--- config.mk ---
export PLATFORM = sky130hd
export DESIGN_NAME = sfp_frame_rx
export DESIGN_NICKNAME = d
export VERILOG_FILES = /design/src/rtl/sfp_frame_rx.sv
export SDC_FILE = /design/constraint.sdc
export NUM_CORES = 1
export LEC_CHECK = 0
export ABC_CLOCK_PERIOD_IN_PS = 3340
export CELL_PAD_IN_SITES_DETAIL_PLACEMENT = 0
export CELL_PAD_IN_SITES_GLOBAL_PLACEMENT = 1
export CORE_AREA = 2 2 64 96
export DETAILED_ROUTE_END_ITERATION = 6
export DIE_AREA = 0 0 66 98
export HOLD_SLACK_MARGIN = 0.05
export PLACE_DENSITY = 0.76
export SYNTH_ARGS = -nofsm -noshare
export SYNTH_HDL_FRONTEND = slang
export SYNTH_SLANG_ARGS = --single-unit
--- constraint.sdc ---
create_clock -name i_clk -period 3.34 [get_ports i_clk]
set_input_delay 0.835 -clock i_clk [delete_from_list [all_inputs] [get_ports i_clk]]
set_output_delay 0.835 -clock i_clk [all_outputs]
set_load 0.02 [all_outputs]
--- src/rtl/sfp_frame_rx.sv ---
// sfp_frame_rx: NRZ serial receiver (start, LSB-first data, even parity, stop) with link and error status.
// Optional: define SFP_RX_GLITCH_FILTER_EN for a 3-tap majority filter behind the synchronizer.
module sfp_frame_rx #(
    parameter int OVERSAMPLE   = 4,
    parameter int DATA_W       = 8,
    parameter int LINK_TIMEOUT = 1000
) (
    input  logic              i_clk,
    input  logic              i_res_n,
    input  logic              i_rxd,
    input  logic              i_err_clr,
    output logic [DATA_W-1:0] o_data,
    output logic              o_valid,
    output logic              o_parity_err,
    output logic              o_frame_err,
    output logic              o_link_up,
    output logic [7:0]        o_err_cnt
);
    localparam int CW = $clog2(OVERSAMPLE + 1);
    localparam int BW = (DATA_W > 1) ? $clog2(DATA_W) : 1;
    localparam int TW = $clog2(LINK_TIMEOUT + 1);
    localparam logic [CW-1:0] HALF = CW'(OVERSAMPLE / 2);
    localparam logic [CW-1:0] FULL = CW'(OVERSAMPLE);
    localparam logic [BW-1:0] LAST = BW'(DATA_W - 1);
    localparam logic [TW-1:0] TMAX = TW'(LINK_TIMEOUT);
    localparam logic [2:0] IDLE = 3'd0, START = 3'd1, DATA = 3'd2, PARITY = 3'd3, STOP = 3'd4, BREAK = 3'd5;

    logic              s1, s2, rxd, rxd_p;
    logic [2:0]        state;
    logic [CW-1:0]     phase;
    logic [BW-1:0]     idx;
    logic [DATA_W-1:0] shift;
    logic              par;
    logic [TW-1:0]     timer;
    logic              tick, stop_t, good, bad;

`ifdef SFP_RX_GLITCH_FILTER_EN
    logic t1, t2;
    always_ff @(posedge i_clk or negedge i_res_n) begin
        if (!i_res_n) begin
            t1 <= 1'b1;
            t2 <= 1'b1;
        end else begin
            t1 <= s2;
            t2 <= t1;
        end
    end
    assign rxd = (s2 & t1) | (s2 & t2) | (t1 & t2);
`else
    assign rxd = s2;
`endif

    // START samples mid-bit; later bits are one full bit period apart.
    assign tick   = phase == ((state == START) ? HALF : FULL);
    assign stop_t = (state == STOP) && tick;
    assign good   = stop_t && rxd && !par;
    assign bad    = stop_t && (!rxd || par);

    always_ff @(posedge i_clk or negedge i_res_n) begin
        if (!i_res_n) begin
            s1           <= 1'b1;
            s2           <= 1'b1;
            rxd_p        <= 1'b1;
            state        <= IDLE;
            phase        <= '0;
            idx          <= '0;
            shift        <= '0;
            par          <= 1'b0;
            timer        <= '0;
            o_data       <= '0;
            o_valid      <= 1'b0;
            o_parity_err <= 1'b0;
            o_frame_err  <= 1'b0;
            o_link_up    <= 1'b0;
            o_err_cnt    <= '0;
        end else begin
            s1           <= i_rxd;
            s2           <= s1;
            rxd_p        <= rxd;
            phase        <= tick ? CW'(1) : phase + 1'b1;
            o_valid      <= good;
            o_parity_err <= stop_t && rxd && par;
            o_frame_err  <= stop_t && !rxd;
            o_data       <= good ? shift : o_data;
            case (state)
                IDLE: begin
                    phase <= CW'(1);
                    idx   <= '0;
                    state <= (!rxd && rxd_p) ? START : IDLE;
                end
                START:  state <= tick ? (rxd ? IDLE : DATA) : START;
                DATA: if (tick) begin
                    shift <= {rxd, shift[DATA_W-1:1]};
                    idx   <= idx + 1'b1;
                    state <= (idx == LAST) ? PARITY : DATA;
                end
                PARITY: if (tick) begin
                    par   <= ^shift ^ rxd;
                    state <= STOP;
                end
                STOP:   state <= tick ? (rxd ? IDLE : BREAK) : STOP;
                BREAK:  state <= rxd ? IDLE : BREAK;
                default: state <= IDLE;
            endcase
            timer     <= good ? TMAX : (timer != '0) ? timer - 1'b1 : timer;
            o_link_up <= good ? 1'b1 : (bad || timer == TW'(1)) ? 1'b0 : o_link_up;
            // Counter follows the visible pulse so a clear during the pulse leaves 1.
            o_err_cnt <= i_err_clr ? {7'd0, o_parity_err | o_frame_err} :
                         ((o_parity_err | o_frame_err) && o_err_cnt != 8'hFF) ? o_err_cnt + 8'd1 : o_err_cnt;
        end
    end
endmodule
==> results.ini <==
[outcome]
outcome = complete, no violations

[final_layout]
n_fill_cell = 557
syn2layout_area_growth_pct = 15.2
final_util = 0.495
final_net_count = 265
final_common_cell = dfrtp_1
layout_common_cells = dfrtp_1, nand2_1, clkdlybuf4s50_1
diodes = 0
drive_above_1_share = 0.118
fin_area_sq_um = 2820

[grt]
grt_util_all_layers = 0.155
antenna_found_initial = 0
grt_pass1_wl_um = 7910
grt_max_degree = 38
overflow = 0
grt_pass1_vias = 1701

[worst_setup_path]
crit_type = register to register
crit_slowest_cell = or4b_1
cp.required_ns = 3.58
worst_ep_arrival_time_ns = 2.47
endpoint_kind = register
critPathMaxFanout = 15
slowest_delay_ns = 0.77
startpoint_type = register
cp_common_cell = nand2_1
crit_chain = or3b_1 -> or4b_1 -> inv_2 -> nand2_1 -> nand2_1

[floorplanning]
die_w_um = 66
initial_utilization = 0.430
num_io_pins = 24
core_sq_um = 5700
die_area_sq_um = 6470
row_count = 34
die_h_um = 98

[sta]
fin_skew_ns = 0.0114
setup-violations-final = 0
max_freq_mhz = 447
hold_viol_final = 0
rsz0062_at_grt = no
finalSetupTns_ns = 0
worstMarginPinSlew_ns = 0.496
slew_headroom = 0.667
fin_crit_sh = 0.670
finalMaxSlewViolations = 0
fin_crit_ns = 2.24

[clocking]
cts_setup_buffers = 0
htree_levels = 2
clk_latency_ns = 0.30
cts_root_buffer = clkbuf_8
clockBufferDepth = 2
cts_resized = 0
cts_buffers = 5
clock_sinks = 51
clkSlewWorstSetupHoldPaths_ns = 0.08
cts.hold.buffers_added = 0
tritoncts = built

[worst_hold_path]
hold_class = register to register

[place]
port-buffer-count = 23
place.gp.congestion = 0.786
post-dp-hpwl_um = 3130
placed_cell_area_sq_um = 2720

[route]
wire_per_inst_um = 13.3
drt-vias-per-instance = 5.25
dr.pass1.iters = 4
routed_wl_um = 4360
drt_iter0_drc = 79
via_count = 1718
antenna_left = 0
drc = 0

[power_and_ir_drop]
vdd.ir_drop.worst_mv = 0.351
finalPower_mw = 1.66
p_leak_nw = 1.31
power_density_nw_per_um2 = 588

[synthesis]
synthCells = 233
avgSynthCellArea_sq_um = 10.5
async_flop_share = 1.00
synth_top_flop_cell = dfrtp_1
netlist_area_sq_um = 2450
synth_nets = 243
synth_warnings = 0
seq_area_frac_synth = 0.522
synth_edf_count = 0
ys_seq_elements = 51
synth_cell_type_count = 52

[run]
maxCapViolCount = 0

## worst paths after layout
path	slack, ns	startpoint	to	depth (start not counted)
max in group asynchronous	2.13	i_res_n	rxd_p	2
min in group asynchronous	0.42	i_res_n	shift[2]	1
worst max-delay path	1.10	phase[0]	o_data[6]	5
worst min-delay path	0.36	s1	rxd	0
worst max register to register	1.10	phase[0]	o_data[6]	5
worst min register to register	0.36	s1	rxd	0
## power breakdown
group          total (mW)  internal [mW]  leakage [nW]  switching, mW
registers           0.869          0.726         0.674          0.142
logic               0.384          0.194         0.581          0.190
clock network       0.408          0.220        0.0513          0.189
## sequential cells by signal, indices dropped and copies added, names as in the netlist
| name | cells |
|---|---|
| o_frame_err | 1 |
| s1 | 1 |
| o_parity_err | 1 |
| o_err_cnt | 8 |
| rxd_p | 1 |
| timer | 10 |
| rxd | 1 |
| state | 3 |
| par | 1 |
| o_data | 8 |
| shift | 8 |
| idx | 3 |
| o_link_up | 1 |
| phase | 3 |
| o_valid | 1 |
## logic make-up after synthesis
family | count (synthesis) | share of synthesized area
mux | 13 | 0.0603
simple gates | 101 | 0.210
buf+inv | 15 | 0.0306
flops | 51 | 0.522
fa+ha+maj | 6 | 0.0306
compound gates | 35 | 0.0970
xor+xnor | 12 | 0.0485
## layer usage
metal | wire length (um) | vias to the layer above | global-route usage
li1 | - | 862 | -
met1 | 1940 | 833 | 0.193
met2 | 2230 | 17 | 0.262
met3 | 114 | 6 | 0.0323
met4 | 79 | 0 | 0.0565
met5 | 0 | - | 0
## synth_stat cells (5+ instances only)
| cell type | number | area share |
|---|---|---|
| a21oi_1 | 5 | 0.010 |
| dfrtp_1 | 48 | 0.49 |
| ha_1 | 6 | 0.031 |
| inv_1 | 5 | 0.0077 |
| mux2_2 | 10 | 0.046 |
| nand2_1 | 40 | 0.061 |
| nor2_1 | 21 | 0.032 |
| o21ai_0 | 8 | 0.016 |
| or4_1 | 5 | 0.015 |
| xnor2_1 | 7 | 0.025 |
## worst max-delay path: cells and delay by family, from the launching register on
kind          cells  cell delay [ns]
buf+inv           1             0.33
flops             1             0.45
simple gates      4             1.39
## metrics by stage
| stage | setup slack, ns | hold WS, ns | std cells |
|---|---|---|---|
| detailed placement | 1.09 | 0.350 | 320 |
| floorplan | 1.45 | 0.345 | 233 |
| CTS | 1.07 | 0.365 | 327 |
| global route | 0.935 | 0.365 | 327 |
| global placement | 1.11 | 0.347 | 320 |
| finish | 1.10 | 0.361 | 327 |
## layout make-up
cell class                 count  area, sq um  share of cell area
sequential                    51         1280               0.453
clock buffer                   6         72.6              0.0257
tap                           72         90.1              0.0319
clock inverter                 1         30.0              0.0106
multi-input combinational    167         1090               0.388
inverter                       6         22.5             0.00798
timing repair buffer          24          233              0.0824
Power figures use the tool's default switching activity.
